==> config.mk <==
export PLATFORM = sky130hd
export DESIGN_NAME = dev_bus_arbiter
export DESIGN_NICKNAME = d
export VERILOG_FILES = /design/src/rtl/dev_bus_arbiter.sv
export SDC_FILE = /design/constraint.sdc
export NUM_CORES = 1
export LEC_CHECK = 0
export BUFFER_PORTS_ARGS = -buffer_cell sky130_fd_sc_hd__buf_2
export CAP_MARGIN = 20
export CELL_PAD_IN_SITES_DETAIL_PLACEMENT = 0
export CELL_PAD_IN_SITES_GLOBAL_PLACEMENT = 1
export CORE_MARGIN = 2
export CORE_UTILIZATION = 45
export DETAILED_ROUTE_END_ITERATION = 10
export PLACE_DENSITY = 0.83
export SKIP_CTS_REPAIR_TIMING = 1
export SYNTH_ARGS = -nofsm -noshare
export SYNTH_HDL_FRONTEND = slang
export SYNTH_SLANG_ARGS = --single-unit
==> constraint.sdc <==
create_clock -name clk -period 2.5 [get_ports clk]
set_input_delay 0.25 -clock clk [delete_from_list [all_inputs] [get_ports clk]]
set_output_delay 0.25 -clock clk [all_outputs]
set_load 0.005 [all_outputs]
==> src/rtl/dev_bus_arbiter.sv <==
// Round-robin owner of the ADC/DAC/switch/timer chip-selects shared by the sequencer (req0) and host (req1).
// Optional ARB_LOCK_EN: adds req0_lock so req0 can keep priority across back-to-back grants.

module dev_bus_arbiter #(
   parameter int unsigned CS_WIDTH       = 1,
   parameter int unsigned TIMEOUT_CYCLES = 1000
) (
   input  logic       clk,
   input  logic       rst,
   input  logic       req0_valid,
   input  logic [3:0] req0_dev,
`ifdef ARB_LOCK_EN
   input  logic       req0_lock,
`endif
   output logic       req0_ack,
   output logic       req0_done,
   output logic       req0_err,
   input  logic       req1_valid,
   input  logic [3:0] req1_dev,
   output logic       req1_ack,
   output logic       req1_done,
   output logic       req1_err,
   output logic       adc_cs,
   output logic       dac_cs,
   output logic       switch_cs,
   output logic       timer_cs,
   input  logic       adc_rdy,
   input  logic       dac_rdy,
   input  logic       switch_rdy,
   input  logic       timer_rdy,
   output logic       busy
);

   typedef enum logic [2:0] {
      ST_IDLE,
      ST_CS,
      ST_GUARD,
      ST_WAIT,
      ST_DONE
   } state_t;

   localparam logic [3:0]  CS_LAST = 4'(CS_WIDTH - 1);
   localparam logic [15:0] TO_LAST = 16'(TIMEOUT_CYCLES - 1);

   state_t      state_q;
   logic        ptr_q;
   logic        gnt_q;
   logic [3:0]  sel_q;
   logic [3:0]  cs_q;
   logic [3:0]  cs_cnt_q;
   logic [15:0] to_cnt_q;
   logic        ack0_q, done0_q, err0_q;
   logic        ack1_q, done1_q, err1_q;
   logic        busy_q;

   logic        gnt_vld_d;
   logic        gnt_id_d;
   logic        ptr_d;
   logic [3:0]  gnt_dev_d;
   logic [3:0]  sel_d;
   logic        rdy_sel;

   // Pointer names the requester that wins a tie; the winner hands priority to the other side.
   always_comb begin
      gnt_vld_d = 1'b0;
      gnt_id_d  = 1'b0;
      if (req0_valid && req1_valid) begin
         gnt_vld_d = 1'b1;
         gnt_id_d  = ptr_q;
      end else if (req0_valid) begin
         gnt_vld_d = 1'b1;
         gnt_id_d  = 1'b0;
      end else if (req1_valid) begin
         gnt_vld_d = 1'b1;
         gnt_id_d  = 1'b1;
      end

      gnt_dev_d = gnt_id_d ? req1_dev : req0_dev;
      ptr_d     = ~gnt_id_d;
`ifdef ARB_LOCK_EN
      if (!gnt_id_d && req0_lock) begin
         ptr_d = 1'b0;
      end
`endif

      case (gnt_dev_d)
         4'd1:    sel_d = 4'b0001;
         4'd2:    sel_d = 4'b0010;
         4'd3:    sel_d = 4'b0100;
         4'd4:    sel_d = 4'b1000;
         default: sel_d = 4'b0000;
      endcase
   end

   // Only the latched device's ready is ever observed.
   assign rdy_sel = |(sel_q & {timer_rdy, switch_rdy, dac_rdy, adc_rdy});

   always_ff @(posedge clk or posedge rst) begin
      if (rst) begin
         state_q  <= ST_IDLE;
         ptr_q    <= 1'b0;
         gnt_q    <= 1'b0;
         sel_q    <= '0;
         cs_q     <= '0;
         cs_cnt_q <= '0;
         to_cnt_q <= '0;
         ack0_q   <= 1'b0;
         done0_q  <= 1'b0;
         err0_q   <= 1'b0;
         ack1_q   <= 1'b0;
         done1_q  <= 1'b0;
         err1_q   <= 1'b0;
         busy_q   <= 1'b0;
      end else begin
         ack0_q  <= 1'b0;
         ack1_q  <= 1'b0;
         done0_q <= 1'b0;
         done1_q <= 1'b0;
         err0_q  <= 1'b0;
         err1_q  <= 1'b0;

         case (state_q)
            ST_IDLE: begin
               if (gnt_vld_d) begin
                  gnt_q  <= gnt_id_d;
                  sel_q  <= sel_d;
                  ptr_q  <= ptr_d;
                  busy_q <= 1'b1;
                  ack0_q <= ~gnt_id_d;
                  ack1_q <= gnt_id_d;
                  if (sel_d != 4'b0000) begin
                     cs_q     <= sel_d;
                     cs_cnt_q <= '0;
                     state_q  <= ST_CS;
                  end else begin
                     // Invalid code: ack and done land in the same cycle.
                     done0_q <= ~gnt_id_d;
                     done1_q <= gnt_id_d;
                     err0_q  <= ~gnt_id_d;
                     err1_q  <= gnt_id_d;
                     state_q <= ST_DONE;
                  end
               end
            end

            ST_CS: begin
               if (cs_cnt_q == CS_LAST) begin
                  cs_q    <= '0;
                  state_q <= ST_GUARD;
               end else begin
                  cs_cnt_q <= cs_cnt_q + 4'd1;
               end
            end

            ST_GUARD: begin
               to_cnt_q <= '0;
               state_q  <= ST_WAIT;
            end

            ST_WAIT: begin
               if (rdy_sel) begin
                  done0_q <= ~gnt_q;
                  done1_q <= gnt_q;
                  state_q <= ST_DONE;
               end else if (to_cnt_q == TO_LAST) begin
                  done0_q <= ~gnt_q;
                  done1_q <= gnt_q;
                  err0_q  <= ~gnt_q;
                  err1_q  <= gnt_q;
                  state_q <= ST_DONE;
               end else begin
                  to_cnt_q <= to_cnt_q + 16'd1;
               end
            end

            ST_DONE: begin
               busy_q  <= 1'b0;
               state_q <= ST_IDLE;
            end

            default: begin
               cs_q    <= '0;
               busy_q  <= 1'b0;
               state_q <= ST_IDLE;
            end
         endcase
      end
   end

   assign req0_ack  = ack0_q;
   assign req0_done = done0_q;
   assign req0_err  = err0_q;
   assign req1_ack  = ack1_q;
   assign req1_done = done1_q;
   assign req1_err  = err1_q;
   assign adc_cs    = cs_q[0];
   assign dac_cs    = cs_q[1];
   assign switch_cs = cs_q[2];
   assign timer_cs  = cs_q[3];
   assign busy      = busy_q;

endmodule

### Word level (Yosys, flattened, before mapping)

Cells that the tools add are included.
Widths: inputs -> output; s select.

* memories kept: 0
* bits in latches: 0
* flip-flop bits (word level): 40
* ROM bits: 0
* RAM bits: 0
* input port bits: 16
* output and inout bits: 11
* word-level logic and storage cells: 96

* equality and inequality tests: 16
* magnitude comparators: 0
* add/subtract/negate cells: 2
* multiply operators: 0
* multiplexer cells: 44
* shift-type cells: 0
* bitwise logic cells: 5
* divide/modulo/power cells: 0
* reduce and logical (&&, ||, !) cells: 15

Operators with widths (count)
* $mux 16: 2
* $pmux 16 s2: 1
* $mux 4: 7
* $mux 1: 20
* $add 16x1->16 const B: 1
* $eq 16x10->1 const B: 1
* $pmux 4 s4: 1
* $mux 3: 5
* $ne 2x2->1 const B: 6
* $pmux 3 s4: 1
* $pmux 4 s3: 1
* $pmux 1 s2: 5
* $eq 4x2->1 const B: 2
* $pmux 4 s2: 1
* $reduce_and 4->1: 2
* $eq 3x2->1 const B: 2
* $reduce_and 3->1: 2
* $reduce_or 3->1: 2
* $add 4x1->4 const B: 1
* $and 4x4->4: 1
* $eq 4x1->1 const B: 1
* $eq 4x3->1 const B: 1
* $logic_not 4->1: 1
* $not 1->1: 4
* 9 further kinds: 11

### Logic depth before layout (Yosys ltp)

Gate-level depths: netlist (run 1).

* depth in word-level cells: 10
* depth in mapped cells: 7
* mapped depth without buffers: 7

### Least setup slack after synthesis (run 1)

Ideal clock, no wire load.

* path type: flip-flop to flip-flop
* from: reg to_cnt_q[4]
* to: reg to_cnt_q[5]
* required time: 2.368 ns
* stages on the path, launching flop included: 7
* setup time: 0.132 ns
* data arrival time: 1.702 ns
* period minus slack after synthesis: 1.834 ns
* slack: 0.666 ns
* path buffers: 1
* cells stage by stage: dfrtp_1 > or4_4 > nor4_4 > buf_6 > nor4_1 > xnor2_1 > nor2_1

* cells in the longest elaborated chain, start to end: 4
* elaborated cells between the ends (all ways): 7
* those cells by class: add/sub (1); eq/ne (2); mux (3); reduce/logical (1)

Ends and longest elaborated chain
* from (decl): RTL line 51 `logic [15:0] to_cnt_q;`
* from (signal assigned): RTL line 172 `to_cnt_q <= to_cnt_q + 16'd1;`
* $add 16x1->16: RTL line 172
* $mux 16: RTL line 165 `end else if (to_cnt_q == TO_LAST) begin`
* $mux 16: RTL line 161 `if (rdy_sel) begin`
* $pmux 16 s2: RTL line 122 `case (state_q)`

Several ways; a longest one is shown, not always the timed one. The select of a mux whose other input is x is not followed.
A chain may end at the register's enable or synchronous reset.

### Worst setup path after layout (run 1)

* from: reg state_q[2]
* to: reg to_cnt_q[11]

* cells in the longest elaborated chain, start to end: 3
* elaborated cells between the ends (all ways): 7
* those cells by class: eq/ne (4); mux (1); reduce/logical (2)

Ends and longest elaborated chain
* from (decl): RTL line 45 `state_t state_q;`
* from (signal assigned): RTL line 100 `state_q <= ST_IDLE;`
* from (signal assigned): RTL line 134 `state_q <= ST_CS;`
* from (signal assigned): RTL line 141 `state_q <= ST_DONE;`
* $eq 3x2->1: RTL line 122
* $ne 2x2->1 (no source line) or $reduce_bool 2->1 (tied branches)
* $reduce_and 3->1 (no source line)

Several ways; a longest one is shown, not always the timed one.

==> impl_metrics.json, run 1 <==
{
  "status": "finished, final reports clean",
  "vdd_drop_max_v": 0.000265,
  "num-nets-final": 269,
  "wire_length_of_the_first_global_routing_pass_um": 7400,
  "core_area_um2": 4690,
  "yosysWarningCount": 0,
  "number_of_violations_reported_at_the_end_of_detailed_routing_iteration_0": 99,
  "pre_cts_ws_ns": 0.483,
  "crit_type": "reg2reg",
  "synth_seq_cells": 40,
  "worst_skew_pair.late_latency_ns": 0.29,
  "i_o_pin_count": 27,
  "netlist-cell-type-count": 52,
  "wire_per_inst_um": 14.5,
  "worst-endpoint-required_ns": 2.69,
  "max_slew_margin_pct": 66.4,
  "synth_seq_area_share_pct": 45.9,
  "tritoncts.num_buffers": 5,
  "post_synth_main_area_contributors": "dfrtp_1 46%, xnor2_1 4.8%, nor2_1 4.5%, nand2_1 3.6%, a2111oi_4 2.5%",
  "timing.critical_path.from_type": "flop",
  "detailed_place_hpwl_um": 3180,
  "route.detailed.drc": 0,
  "gr-total-overflow": 0,
  "synth_top_area_cell": "dfrtp_1",
  "grt_util_all_layers_pct": 17.7,
  "fp.dieArea_um2": 5420,
  "dieWidth_um": 73.6,
  "end_kind": "flop",
  "synthDominantCellAreaShare_pct": 45.9,
  "final_worst_path_period_share_pct": 80.7,
  "setup_slack_ns": 0.483,
  "post_syn_area_um2": 2180,
  "via_count": 1704,
  "final_antenna_net_count": 0,
  "final.setup.tns_ns": 0,
  "ys.flop_type": "dfrtp_1",
  "timing.final.crit_period_ns": 2.02,
  "postSynth.asyncResetShare_pct": 100,
  "timing.critical_path.fanout_max": 9,
  "cell_leakage_power_uw": 0.00120,
  "yosys.cell_count.top_type": "dfrtp_1",
  "synth.top_cells.by_count": "40 x dfrtp_1, 26 x nor2_1, 21 x nand2_1, 12 x xnor2_1",
  "rsz0062_at_grt": "false",
  "portBuffers": 26,
  "timing.final.setup_violations": 0,
  "clk_path_buf_depth": 2,
  "fmax_mhz": 496,
  "arrival_ns": 2.20,
  "grt_util_met3_pct": 4.80,
  "timing_max_transition_violations_final": 0,
  "maxCapViolCount": 0,
  "wirelength_um": 4420,
  "gpl_wtd_cong": 0.787,
  "syn-num-nets": 239,
  "antenna-diode-count": 0,
  "firstDrtPassIters": 4,
  "pin_slew_with_the_least_headroom_to_its_limit_ns": 0.504,
  "drive_gt1_share_pct": 20.7,
  "rows": 25,
  "fin_worst_skew_ns": 0.00485,
  "antenna_found_initial": 0,
  "post_synth_inst_count": 220,
  "cts.clk_slew.worst_paths_ns": 0.08,
  "syn_to_final_growth_pct": 12.0,
  "die_height_um": 73.6,
  "numClockSinks": 40,
  "number_of_synthesized_flops_with_an_enable_pin": 0,
  "initial_core_util_pct": 46.5,
  "grt_pass1_vias": 1545,
  "globalRouteMet1Util_pct": 26.5,
  "grt_max_degree": 41,
  "htreeDepth": 2,
  "routed_via_count_divided_by_cell_count": 5.59,
  "cts.root.buffer_cell": "clkbuf_8",
  "grt.busiest_layer": "met1",
  "global_route_met2_usage_pct": 25.4,
  "synth_area_per_inst_um2": 9.91,
  "pwr_density_cell_nw_per_um2": 471,
  "clock_tree_from_tritoncts": "yes",
  "min-delay-path-class": "in2async",
  "report.final.hold_viol_count": 0
}
-- per-stage QoR --
| stage | util, % | instances | hold WS [ns] | total power (uW) | area [um2] |
|---|---|---|---|---|---|
| 2_1_floorplan | - | 220 | 0.355 | 691 | 2180 |
| 3_3_place_gp | 50.1 | 297 | 0.399 | 719 | 2350 |
| 3_5_place_dp | 50.1 | 297 | 0.405 | 719 | 2350 |
| 4_1_cts | 52.0 | 305 | 0.0791 | 1170 | 2440 |
| 5_1_grt | 52.0 | 305 | 0.112 | 1200 | 2440 |
| 6_report | 52.0 | 305 | 0.0599 | 1150 | 2440 |
-- sequential cells by signal, summed over array words and instances, names as in the netlist --
register / count
busy: 1
cs_cnt_q: 4
cs_q: 4
gnt_q: 1
ptr_q: 1
req0_ack: 1
req0_done: 1
req0_err: 1
req1_ack: 1
req1_done: 1
req1_err: 1
sel_q: 4
state_q: 3
to_cnt_q: 16
-- kinds of logic after synthesis --
logic type	Yosys count	share of synthesized area, %
compound gates	38	13.5
mux	4	1.89
fa+ha+maj	3	1.72
xor+xnor	13	5.22
buf+inv	15	4.08
simple gates	107	27.7
flops	40	45.9
-- cells in the final DEF, fill, tap and decap left out, types with 6 or more instances in the layout --
cell       n
o21ai_0    7
nor2_1    26
buf_2     26
nand2_1   21
nand3_1    7
inv_1      8
nor4_1     8
dfrtp_1   40
a21o_1     6
xnor2_1   12
clkbuf_8   6
nand4_1    7
-- where the power goes --
| group | internal, uW | switching [uW] |
|---|---|---|
| clock network | 220 | 225 |
| registers | 646 | 0 |
| logic | 21.7 | 37.1 |
| total | 888 | 262 |
-- worst paths after layout --
kind / start / endpoint / slack [ns] / depth (start not counted)
worst min-delay path: rst / cs_cnt_q[3] / 0.06 / 3
max in group asynchronous: rst / to_cnt_q[2] / 2.09 / 3
worst max register to register: state_q[2] / to_cnt_q[11] / 0.48 / 5
worst max-delay path: state_q[2] / to_cnt_q[11] / 0.48 / 5
worst min register to register: cs_q[0] / cs_q[0] / 0.49 / 1
min in group clk: req1_valid / req0_ack / 0.30 / 2
-- routing by layer --
metal  wire (um)  part of all wire (%)
met1        2370                    54
met2        1800                    41
met3         220                   5.0
met4          31                  0.70
met5           0                     0
-- worst max-delay path, cell delays in order, from the launching register on --
cell and delay, ns:
dfrtp_1 0.47, and2b_1 0.29, nand4_1 0.33, nor3_2 0.48, a21oi_1 0.12, a31o_2 0.23
-- layout make-up --
cell class                      instances  area, um2
Timing Repair Buffer                   30        160
Multi-Input combinational cell        165       1090
Sequential cell                        40       1000
Fill cell                             455       2250
Inverter                                8       30.0
Clock buffer                            6       82.6
Clock inverter                          2       10.0
Tap cell                               54       67.6
Note: power is estimated with default switching activity, not from simulation.
==> run 2: changes to the inputs <==
--- a/config.mk
+++ b/config.mk
@@ -5,14 +5,15 @@
 export SDC_FILE = /design/constraint.sdc
 export NUM_CORES = 1
 export LEC_CHECK = 0
+export ABC_AREA = 1
 export BUFFER_PORTS_ARGS = -buffer_cell sky130_fd_sc_hd__buf_2
 export CAP_MARGIN = 20
 export CELL_PAD_IN_SITES_DETAIL_PLACEMENT = 0
 export CELL_PAD_IN_SITES_GLOBAL_PLACEMENT = 1
 export CORE_MARGIN = 2
-export CORE_UTILIZATION = 45
+export CORE_UTILIZATION = 43
 export DETAILED_ROUTE_END_ITERATION = 10
-export PLACE_DENSITY = 0.83
+export PLACE_DENSITY = 0.84
 export SKIP_CTS_REPAIR_TIMING = 1
 export SYNTH_ARGS = -nofsm -noshare
 export SYNTH_HDL_FRONTEND = slang
==> constraint.sdc (replaced) <==
create_clock -name clk -period 1.94 [get_ports clk]
set_input_delay 0.194 -clock clk [delete_from_list [all_inputs] [get_ports clk]]
set_output_delay 0.194 -clock clk [all_outputs]
set_load 0.005 [all_outputs]
==> run 2 against run 1 <==
Effect of this change: the run now ends with hold timing left; power rose to 2.5 times the previous value; combinational power grew to 17 times the previous value; utilization down 2.0 points; clock skew increased by 0.0048 ns; synthesized cell count grew 44%; worst setup slack worse by 0.26 ns; sequential share of layout area is 4.0 points lower; worst hold slack worse by 0.063 ns; die area rose by 13%.
==> impl_metrics.json, run 2 <==
{
  "status": "complete, but fails checks",
  "failing_checks": "hold timing",
  "yosysWarningCount": 0,
  "antenna_found_initial": 0,
  "share_of_total_power_in_the_clock_network_pct": 25.6,
  "cts.clk_slew.worst_paths_ns": 0.09,
  "pin_slew_with_the_least_headroom_to_its_limit_ns": 0.519,
  "total_internal_power_uw": 1770,
  "cts.root.buffer_cell": "clkbuf_8",
  "post_synth_inst_count": 316,
  "timing.critical_path.fanout_max": 19,
  "share_comb_of_total_power_pct": 34.8,
  "firstDrtPassIters": 4,
  "whs_ns": -0.00314,
  "final.setup.tns_ns": 0,
  "syn_to_final_growth_pct": 13.7,
  "synth_area_per_inst_um2": 7.52,
  "category_of_cells_accounting_for_the_largest_share_of_critical_path_delay": "simple AND/OR/NAND/NOR gates",
  "detailed_place_hpwl_um": 3830,
  "wirelength_um": 5110,
  "most_frequent_cells_in_the_layout": "100 x nand2_1, 41 x nor2_1, 40 x dfrtp_1",
  "timing.critical_path.from_type": "flop",
  "numClockSinks": 40,
  "setup_slack_ns": 0.224,
  "pwr_density_cell_nw_per_um2": 1070,
  "max_incr_delay_on_cp_ns": 0.42,
  "synth_top_area_cell": "dfrtp_1",
  "worst_skew_pair.late_latency_ns": 0.30,
  "vdd_drop_max_v": 0.000425,
  "timing.final.setup_violations": 0,
  "via_count": 2035,
  "tritoncts.num_buffers": 5,
  "critical_path.slowest_cell": "dfrtp_1",
  "number_of_violations_reported_at_the_end_of_detailed_routing_iteration_0": 87,
  "report.final.hold_viol_count": 4,
  "largest_register_ffs": 16,
  "num-nets-final": 367,
  "maxCapViolCount": 0,
  "fp.dieArea_um2": 6140,
  "number_of_synthesized_flops_with_an_enable_pin": 0,
  "regMostFlops": "to_cnt_q",
  "grt_util_all_layers_pct": 18.7,
  "routed_via_count_divided_by_cell_count": 4.83,
  "sw_share_pct": 38.6,
  "timing.final.crit_period_ns": 1.72,
  "portBuffers": 26,
  "syn-num-nets": 335,
  "grt_max_degree": 41,
  "synthDominantCellAreaShare_pct": 42.1,
  "drive_gt1_share_pct": 19.5,
  "fin_worst_skew_ns": 0.00962,
  "synth_seq_area_share_pct": 42.1,
  "final_worst_path_period_share_pct": 88.4,
  "layout_commonest_cell": "nand2_1",
  "core_area_um2": 5410,
  "post_syn_area_um2": 2380,
  "initial_core_util_pct": 44.0,
  "dieWidth_um": 78.3,
  "rsz0062_at_grt": "false",
  "antenna-diode-count": 0,
  "pre_cts_ws_ns": 0.255,
  "gr-total-overflow": 0,
  "timing_max_transition_violations_final": 0,
  "worst-endpoint-required_ns": 2.16,
  "core_util_final_pct": 50.0,
  "ys.flop_type": "dfrtp_1",
  "worstPathBufferInverterCount": 1,
  "clock_tree_from_tritoncts": "yes",
  "total_switching_power_uw": 1110,
  "postSynth.asyncResetShare_pct": 100,
  "wire_per_inst_um": 12.1,
  "yosys.cell_count.top_type": "nand2_1",
  "max_slew_margin_pct": 65.4,
  "worstPathCellList": "ha_1 -> nand3_1 -> nor3_2 -> nand2_2 -> nand3_4 -> nand2_4 -> inv_4 -> nand2_1 -> o21ai_1",
  "die_height_um": 78.3,
  "synth_seq_cells": 40,
  "crit_type": "reg2reg",
  "htreeDepth": 2,
  "gpl_wtd_cong": 0.855,
  "fmax_mhz": 583,
  "i_o_pin_count": 27,
  "arrival_ns": 1.94,
  "rows": 27,
  "min-delay-path-class": "in2async",
  "p_seq_share_pct": 39.7,
  "post_synth_main_area_contributors": "dfrtp_1 42%, nand2_1 16%, nor2_1 6.5%, nand3_1 6.1%, inv_1 4.7%",
  "wire_length_of_the_first_global_routing_pass_um": 8960,
  "cell_leakage_power_uw": 0.00135,
  "grt_pass1_vias": 1925,
  "final_antenna_net_count": 0,
  "clk_path_buf_depth": 2,
  "synth.top_cells.by_count": "100 x nand2_1, 41 x nor2_1, 40 x dfrtp_1, 30 x inv_1, 29 x nand3_1",
  "netlist-cell-type-count": 33,
  "route.detailed.drc": 0,
  "end_kind": "flop"
}
## run 2: cell count changes after synthesis, moves of 7 or more
cell,change
inv_1,+22
nand2_1,+79
nor2_1,+15
nor4_1,-8
o21ai_2,+7
xnor2_1,-11
nand3_1,+22
xor2_1,+9
## run 2: metrics by stage
stage	total power [uW]	std cells	cell area (um2)
3_5_place_dp	2170	413	2580
5_1_grt	3100	421	2700
2_1_floorplan	1920	316	2380
6_report	2880	421	2700
4_1_cts	2910	421	2700
3_3_place_gp	2160	413	2580
## run 2: tightest hold or removal path, delay by kind of cell
kind | cells | cell delay (ns)
buffers and inverters | 3 | 0.57
## run 2: power by group through the flow
stage	combinational [uW]	sequential, uW	clock, uW
after floorplan	771	1150	0
after global placement	1010	1160	0
after detailed placement	1010	1160	0
after CTS	1020	1140	751
after global routing	1150	1170	785
final	1000	1140	736
## run 2: layer usage
metal | global-route usage, % | vias up | part of all wire, %
li1 | - | 1062 | -
met1 | 26.4 | 940 | 53
met2 | 27.3 | 26 | 43
met3 | 5.06 | 7 | 2.8
met4 | 7.02 | 0 | 1.2
met5 | 0 | - | 0
## run 2: cells by family (layout without fill, tap and decap cells)
logic type                 after synthesis  in the layout  synth area share [%]
xor gates and xnor gates                11             11                  4.05
and+or+nand+nor                        199            199                  38.0
buffers and inverters                   40             73                  7.42
DFF                                     40             40                  42.1
adders and majority gates                3              3                  1.58
AOI/OAI and AO/OA                       23             23                  6.85
## run 2: worst paths after layout
kind | start | endpoint | slack, ns | cells past startpoint
max in group asynchronous | rst | to_cnt_q[13] | 1.57 | 3
worst min-delay path | rst | req1_err | -0.003 | 3
worst max-delay path | to_cnt_q[0] | to_cnt_q[13] | 0.22 | 9
worst max register to register | to_cnt_q[0] | to_cnt_q[13] | 0.22 | 9
worst min register to register | cs_q[3] | cs_q[3] | 0.48 | 2
min in group clk | adc_rdy | req0_err | 0.24 | 4
## run 2: final cells by class
cell class,instances,area (um2)
sequential,40,1000
timing repair buffer,29,153
clock buffer,6,82.6
inverter,36,138
tap,72,90.1
multi-input combinational,236,1200
clock inverter,2,38.8
fill,557,2700
